**src/rtl/fft_pkg.sv**
```systemverilog
// Shared constants and types for the FFT memory controller.
// The stage_done port is added by FFT_MEM_CTRL_STAGE_DONE_EN.
package fft_pkg;
  localparam int LOG2N    = 5;
  localparam int AW       = LOG2N;
  localparam int NB       = 1 << (LOG2N - 1);
  localparam int READ_LAT = 1;
  localparam int BFLY_LAT = 3;
  localparam int L        = READ_LAT + BFLY_LAT;

  localparam int JW = LOG2N - 1;
  localparam int TW = LOG2N - 1;
  localparam int SW = (LOG2N > 1) ? $clog2(LOG2N) : 1;
  localparam int CW = (L > 1) ? $clog2(L) : 1;

  typedef enum logic [1:0] {IDLE, RUN, DRAIN, FINISH} state_t;

  typedef struct packed {
    logic          valid;
    logic [AW-1:0] a1;
    logic [AW-1:0] a2;
  } wr_slot_t;
endpackage

```
**src/rtl/fft_addr_gen.sv**
```systemverilog
// Combinational butterfly address and twiddle-index generator for (stage, j).
module fft_addr_gen
  import fft_pkg::*;
(
  input  logic [SW-1:0] i_stage,
  input  logic [JW-1:0] i_j,
  output logic [AW-1:0] o_addr_1,
  output logic [AW-1:0] o_addr_2,
  output logic [TW-1:0] o_tw_idx
);
  logic [SW-1:0] w_sh;
  logic [AW-1:0] w_span;
  logic [AW-1:0] w_j;
  logic [AW-1:0] w_low;

  always_comb begin
    w_sh   = SW'(LOG2N - 1) - i_stage;
    w_span = AW'(1) << w_sh;
    w_j    = AW'(i_j);
    w_low  = w_j & (w_span - AW'(1));
    // Insert a zero bit at position w_sh: the upper leg of each butterfly group.
    o_addr_1 = (((w_j >> w_sh) << 1) << w_sh) | w_low;
    o_addr_2 = o_addr_1 + w_span;
    o_tw_idx = TW'(w_low << i_stage);
  end
endmodule

```
**src/rtl/fft_mem_ctrl.sv**
```systemverilog
// Ping-pong two-bank memory sequencer for a radix-2 DIF FFT.
// Optional stage_done output enabled by FFT_MEM_CTRL_STAGE_DONE_EN.
module fft_mem_ctrl
  import fft_pkg::*;
(
  input  logic          clk,
  input  logic          rst,
  input  logic          start,
  output logic          busy,
  output logic          done,
  output logic          select,
  output logic          write_enable,
  output logic [AW-1:0] addr_1,
  output logic [AW-1:0] addr_2,
  output logic [AW-1:0] addw_1,
  output logic [AW-1:0] addw_2,
  output logic [TW-1:0] tw_idx,
  output logic [SW-1:0] stage,
  output logic          result_bank
`ifdef FFT_MEM_CTRL_STAGE_DONE_EN
  ,
  output logic          stage_done
`endif
);
  state_t        r_state;
  logic [JW-1:0] r_j;
  logic [CW-1:0] r_cnt;
  logic [SW-1:0] r_stage;
  logic          r_select;
  logic          r_busy;
  logic          r_done;
  logic          r_result_bank;
  logic [AW-1:0] r_addr_1;
  logic [AW-1:0] r_addr_2;
  logic [TW-1:0] r_tw_idx;
  wr_slot_t      r_pipe [L];

  logic [SW-1:0] w_gen_stage;
  logic [JW-1:0] w_gen_j;
  logic [AW-1:0] w_gen_a1;
  logic [AW-1:0] w_gen_a2;
  logic [TW-1:0] w_gen_tw;

  // Addresses are generated for the butterfly issued in the following cycle.
  always_comb begin
    w_gen_stage = r_stage;
    w_gen_j     = r_j + 1'b1;
    case (r_state)
      IDLE: begin
        w_gen_stage = '0;
        w_gen_j     = '0;
      end
      DRAIN: begin
        w_gen_stage = r_stage + 1'b1;
        w_gen_j     = '0;
      end
      default: ;
    endcase
  end

  fft_addr_gen u_addr_gen (
    .i_stage  (w_gen_stage),
    .i_j      (w_gen_j),
    .o_addr_1 (w_gen_a1),
    .o_addr_2 (w_gen_a2),
    .o_tw_idx (w_gen_tw)
  );

  always_ff @(posedge clk or posedge rst) begin
    if (rst) begin
      r_state       <= IDLE;
      r_j           <= '0;
      r_cnt         <= '0;
      r_stage       <= '0;
      r_select      <= 1'b0;
      r_busy        <= 1'b0;
      r_done        <= 1'b0;
      r_result_bank <= 1'b0;
      r_addr_1      <= '0;
      r_addr_2      <= '0;
      r_tw_idx      <= '0;
    end else begin
      r_done <= 1'b0;
      case (r_state)
        IDLE: begin
          if (start) begin
            r_state  <= RUN;
            r_busy   <= 1'b1;
            r_stage  <= '0;
            r_j      <= '0;
            r_select <= 1'b0;
            r_addr_1 <= w_gen_a1;
            r_addr_2 <= w_gen_a2;
            r_tw_idx <= w_gen_tw;
          end
        end
        RUN: begin
          if (r_j == JW'(NB - 1)) begin
            r_state <= DRAIN;
            r_j     <= '0;
            r_cnt   <= '0;
          end else begin
            r_j      <= r_j + 1'b1;
            r_addr_1 <= w_gen_a1;
            r_addr_2 <= w_gen_a2;
            r_tw_idx <= w_gen_tw;
          end
        end
        DRAIN: begin
          // After L cycles every write of this stage has left the pipeline.
          if (r_cnt == CW'(L - 1)) begin
            if (r_stage == SW'(LOG2N - 1)) begin
              r_state       <= FINISH;
              r_busy        <= 1'b0;
              r_done        <= 1'b1;
              r_result_bank <= ~r_select;
            end else begin
              r_state  <= RUN;
              r_stage  <= r_stage + 1'b1;
              r_select <= ~r_select;
              r_addr_1 <= w_gen_a1;
              r_addr_2 <= w_gen_a2;
              r_tw_idx <= w_gen_tw;
            end
          end else begin
            r_cnt <= r_cnt + 1'b1;
          end
        end
        FINISH: r_state <= IDLE;
        default: r_state <= IDLE;
      endcase
    end
  end

  genvar gi;
  generate
    for (gi = 0; gi < L; gi++) begin : g_pipe
      if (gi == 0) begin : g_head
        always_ff @(posedge clk or posedge rst) begin
          if (rst) begin
            r_pipe[gi] <= '0;
          end else begin
            r_pipe[gi].valid <= (r_state == RUN);
            r_pipe[gi].a1    <= r_addr_1;
            r_pipe[gi].a2    <= r_addr_2;
          end
        end
      end else begin : g_tail
        always_ff @(posedge clk or posedge rst) begin
          if (rst) r_pipe[gi] <= '0;
          else     r_pipe[gi] <= r_pipe[gi-1];
        end
      end
    end
  endgenerate

`ifdef FFT_MEM_CTRL_STAGE_DONE_EN
  logic r_stage_done;

  // High during the last DRAIN cycle, which carries the stage's final write.
  always_ff @(posedge clk or posedge rst) begin
    if (rst) r_stage_done <= 1'b0;
    else     r_stage_done <= (r_state == RUN && r_j == JW'(NB - 1) && L == 1) ||
                             (r_state == DRAIN && int'(r_cnt) == L - 2);
  end

  assign stage_done = r_stage_done;
`endif

  assign busy         = r_busy;
  assign done         = r_done;
  assign select       = r_select;
  assign stage        = r_stage;
  assign result_bank  = r_result_bank;
  assign addr_1       = r_addr_1;
  assign addr_2       = r_addr_2;
  assign tw_idx       = r_tw_idx;
  assign write_enable = r_pipe[L-1].valid;
  assign addw_1       = r_pipe[L-1].a1;
  assign addw_2       = r_pipe[L-1].a2;
endmodule

```
**config.mk**
```make
export PLATFORM = sky130hd
export DESIGN_NAME = fft_mem_ctrl
export DESIGN_NICKNAME = d
export VERILOG_FILES = /design/src/rtl/fft_pkg.sv /design/src/rtl/fft_addr_gen.sv /design/src/rtl/fft_mem_ctrl.sv
export SDC_FILE = /design/constraint.sdc
export NUM_CORES = 1
export LEC_CHECK = 0
export CAP_MARGIN = 5
export CELL_PAD_IN_SITES_DETAIL_PLACEMENT = 0
export CELL_PAD_IN_SITES_GLOBAL_PLACEMENT = 1
export CORE_ASPECT_RATIO = 0.5
export CORE_MARGIN = 3
export CORE_UTILIZATION = 40
export CTS_CLUSTER_DIAMETER = 80
export DETAILED_ROUTE_END_ITERATION = 10
export GPL_TIMING_DRIVEN = 0
export PLACE_DENSITY_LB_ADDON = 0.25
export RECOVER_POWER = 50
export SETUP_SLACK_MARGIN = 0.02
export SLEW_MARGIN = 20
export SYNTH_ARGS = -nofsm -noshare
export SYNTH_HDL_FRONTEND = slang
export SYNTH_SLANG_ARGS = --single-unit
```
**constraint.sdc**
```tcl
create_clock -name clk -period 4.65 [get_ports clk]
set_clock_uncertainty 0.2 [all_clocks]
set_input_delay 0.93 -clock clk [delete_from_list [all_inputs] [get_ports clk]]
set_output_delay 0.93 -clock clk [all_outputs]
set_load 0.01 [all_outputs]
```
==> results.sh <==
export IMPL_vias=2015
export IMPL_grt_pass1_vias=2045
export IMPL_grt_overflow_total=0
export IMPL_iteration_count_of_the_initial_detailed_routing_pass=4
export IMPL_final_instance_count_excl_fill=401
export IMPL_gp_congestion=0.861
export IMPL_worst_endpoint_arrival_ns=4.30
export IMPL_die_w_um=130
export IMPL_timing_critical_path_from_type="flop"
export IMPL_clock_net_sink_count=73
export IMPL_worst_hold_start="r_pipe[27]"
export IMPL_timing_max_cap_violations=1
export IMPL_finalHoldWorstSlack_ns=0.142
export IMPL_io_buffer_count=34
export IMPL_cp_slowest_cell="sky130_fd_sc_hd__fa_1"
export IMPL_timing_critical_path_cells="clkbuf_2 -> inv_1 -> ha_1 -> nand3b_1 -> a21boi_2 -> inv_1 -> ha_1 -> xor2_1 -> nand2_1 -> o2111ai_1 -> o41ai_2 -> fa_1 -> a21o_1 -> a21oi_1 -> a2111o_1 -> o211ai_1"
export IMPL_nets=320
export IMPL_combPwrFrac_pct=31.9
export IMPL_grt_overall_usage_pct=15.0
export IMPL_hp_class="reg -> reg"
export IMPL_fp_dieArea_mm2=0.00883
export IMPL_required_arrival_time_at_the_worst_endpoint_ns=4.66
export IMPL_net_switching_power_mw=0.734
export IMPL_fillerInstances=617
export IMPL_yosys_warnings=0
export IMPL_finalCoreUtilization_pct=54.7
export IMPL_p_seq_share_pct=39.7
export IMPL_layout_worst_path_cycle_share_pct=92.2
export IMPL_synthArstFlopShare_pct=100
export IMPL_total_inserted_antenna_cells=0
export IMPL_min_delay_path_depth=0
export IMPL_violations="capacitance limit, slew limit"
export IMPL_clockPowerShare_pct=28.3
export IMPL_row_count=21
export IMPL_outcome="complete, but fails checks"
export IMPL_detailedPlacementHpwl_um=4020
export IMPL_floorplan_io_pins=35
export IMPL_initialDrtViolationCount=108
export IMPL_post_cts_repair_setup_buffers=0
export IMPL_cell_internal_power_mw=1.70
export IMPL_reg2reg_setup_slack_ns=0.36
export IMPL_slew_violations=41
export IMPL_switching_share_pct=30.2
export IMPL_grt_start_max_net_pins=41
export IMPL_rsz_0062_raised_after_global_routing="no"
export IMPL_post_place_cells=385
export IMPL_clk_pin_slew_ns=0.06
export IMPL_design_power_total_mw=2.43
export IMPL_ctsRootBufferMaster="sky130_fd_sc_hd__clkbuf_16"
export IMPL_post_synth_instance_area_mm2=0.00307
export IMPL_htree_levels=3
export IMPL_synth_enable_flop_cells=0
export IMPL_rr_endpoint="addr_2[4]"
export IMPL_total_of_endpoints_with_negative_setup_slack_in_the_final_report=0
export IMPL_clkLatencyLatePin_ns=0.34
export IMPL_routed_wirelength_um=5650
export IMPL_power_density_mw_per_mm2=631
export IMPL_tritoncts_num_buffers=9
export IMPL_synth_nets=274
export IMPL_synth_seq_cells=73
export IMPL_timing_hold_worst_endpoint="r_pipe[16]"
export IMPL_final_common_cell="sky130_fd_sc_hd__dfrtp_1"
export IMPL_ir_worst_vdd_mv=0.205
export IMPL_largest_cells_by_area_after_synthesis="sky130_fd_sc_hd__dfrtp_1, sky130_fd_sc_hd__ha_1, sky130_fd_sc_hd__nand2_1, sky130_fd_sc_hd__buf_4, sky130_fd_sc_hd__o21ai_0"
export IMPL_highest_fanout_seen_on_the_critical_path=10
export IMPL_average_footprint_of_a_synthesized_cell_um2=11.9
export IMPL_die_h_um=68.0
export IMPL_drcViolationCount=0
export IMPL_final_period_minus_worst_setup_slack_ns=4.29
export IMPL_cpPeakStageDelay_ns=0.46
export IMPL_fin_tns_setup_ns=0
export IMPL_vias_per_cell=5.02
export IMPL_grt_first_pass_wirelength_um=9890
export IMPL_placeableCoreArea_mm2=0.00704
export IMPL_finalHoldViolations=0
export IMPL_area_growth_pct=25.4
export IMPL_critical_path_endpoint_type="flop"
export IMPL_rr_startpoint="stage[0]"
export IMPL_ant_nets=0
export IMPL_postSynthCellCount=258
export IMPL_final_cell_mix="sky130_fd_sc_hd__dfrtp_1, sky130_fd_sc_hd__clkdlybuf4s50_1, sky130_fd_sc_hd__nand2_1"
export IMPL_timing_setup_critical_path_class="reg -> reg"
export IMPL_synth_main_ff_cell="sky130_fd_sc_hd__dfrtp_1"
export IMPL_drt_wirelength_per_cell_um=14.1
export IMPL_max_freq_ghz=0.233
export IMPL_clk_path_buf_depth=2
export IMPL_floorplan_initialDensity_pct=43.6
export IMPL_cts_tree="yes"
export IMPL_antenna_found_initial=0
export IMPL_yosysSeqAreaShare_pct=59.4
export IMPL_ys_types=56
export IMPL_slew_limit_headroom_pct=-14.8
export IMPL_synth_top_area_cell="sky130_fd_sc_hd__dfrtp_1"
export IMPL_leakage_nw=1.75
export IMPL_rr_worst_depth=16
export IMPL_synthDominantCellAreaShare_pct=59.4
export IMPL_transition_time_of_the_tightest_slew_check_pin_ns=1.72
export IMPL_layout_cells_sized_above_1_pct=14.6
cells in the mapped netlist, drive strengths merged, types with 4 or more instances:
cell and number:
nand3 8, a32o 4, dfrtp 73, buf 14, nand2 27, o21ai 18, nor3 4, xor2 4
and2 4, clkbuf 4, ha 12, inv 10, nor2 14, a21oi 13
power by group through the flow:
stage	clock (mW)	combinational, mW	sequential (mW)
floorplan	0	0.466	0.982
global placement	0	0.774	0.967
detailed placement	0	0.787	0.981
CTS	0.710	0.789	0.971
global route	0.734	0.865	0.996
finish	0.689	0.777	0.966
cells by family (layout without fill, tap and decap cells):
kind of cell / after synthesis / in the layout / synth area share (%)
adders and majority gates: 13 / 13 / 5.54
and+or+nand+nor: 72 / 72 / 12.5
buffers and inverters: 28 / 79 / 5.09
xor gates and xnor gates: 7 / 7 / 2.00
DFF: 73 / 73 / 59.4
other: 1 / 1 / 0.122
AOI/OAI and AO/OA: 58 / 58 / 13.2
muxes: 6 / 6 / 2.08
layout make-up:
| type | count | area [um2] | area share [%] |
|---|---|---|---|
| Buffer | 18 | 120 | 3.12 |
| Clock buffer | 10 | 239 | 6.20 |
| Clock inverter | 6 | 67.6 | 1.75 |
| Inverter | 10 | 38.8 | 1.01 |
| Multi-Input combinational cell | 157 | 1090 | 28.4 |
| Sequential cell | 73 | 1830 | 47.4 |
| Tap cell | 92 | 115 | 2.99 |
| Timing Repair Buffer | 35 | 353 | 9.16 |
critical path, delay by kind of cell, from the launching register on:
family	cells	cell delay, ns
buffers and inverters	3	0.58
AOI/OAI and AO/OA	7	1.48
xor gates and xnor gates	1	0.26
and+or+nand+nor	2	0.19
DFF	1	0.38
adders and majority gates	3	1.07
stage by stage:
stage	area, um2	setup WS (ns)
global placement	3530	0.0349
detailed placement	3550	0.00355
global route	3850	0.0479
floorplan	3070	0.684
CTS	3860	0.198
finish	3850	0.362
registers in the layout, indices dropped and copies added (netlist names):
name	cells
tw_idx	4
write_enable	1
addr_1	5
r_j	4
addw_2	5
r_state	2
done	1
r_cnt	2
r_pipe	33
result_bank	1
select	1
addw_1	5
stage	3
busy	1
addr_2	5
how the worst max path moves through the flow:
stage | from | end | slack (ns)
finish | stage[0] | addr_2[4] | 0.36
CTS | stage[0] | addr_2[4] | 0.20
global placement | stage[0] | addr_2[4] | 0.03
floorplan | stage[0] | addr_2[4] | 0.68
global route | stage[0] | addr_2[4] | 0.05
detailed placement | stage[0] | addr_2[4] | 0.004
timing repair:
item | CTS | global route
hold buffers | 0 | 0
endpoints found under the setup margin | 1 | 1
pin swaps | 0 | 0
gates resized for setup | 1 | 2
layer usage:
layer  track usage (%)  routed length [um]
met5                 0                   0
met4              7.77                 127
met3              5.92                 309
met1              19.5                2760
met2              21.9                2450
(Power assumes the default switching activity.)
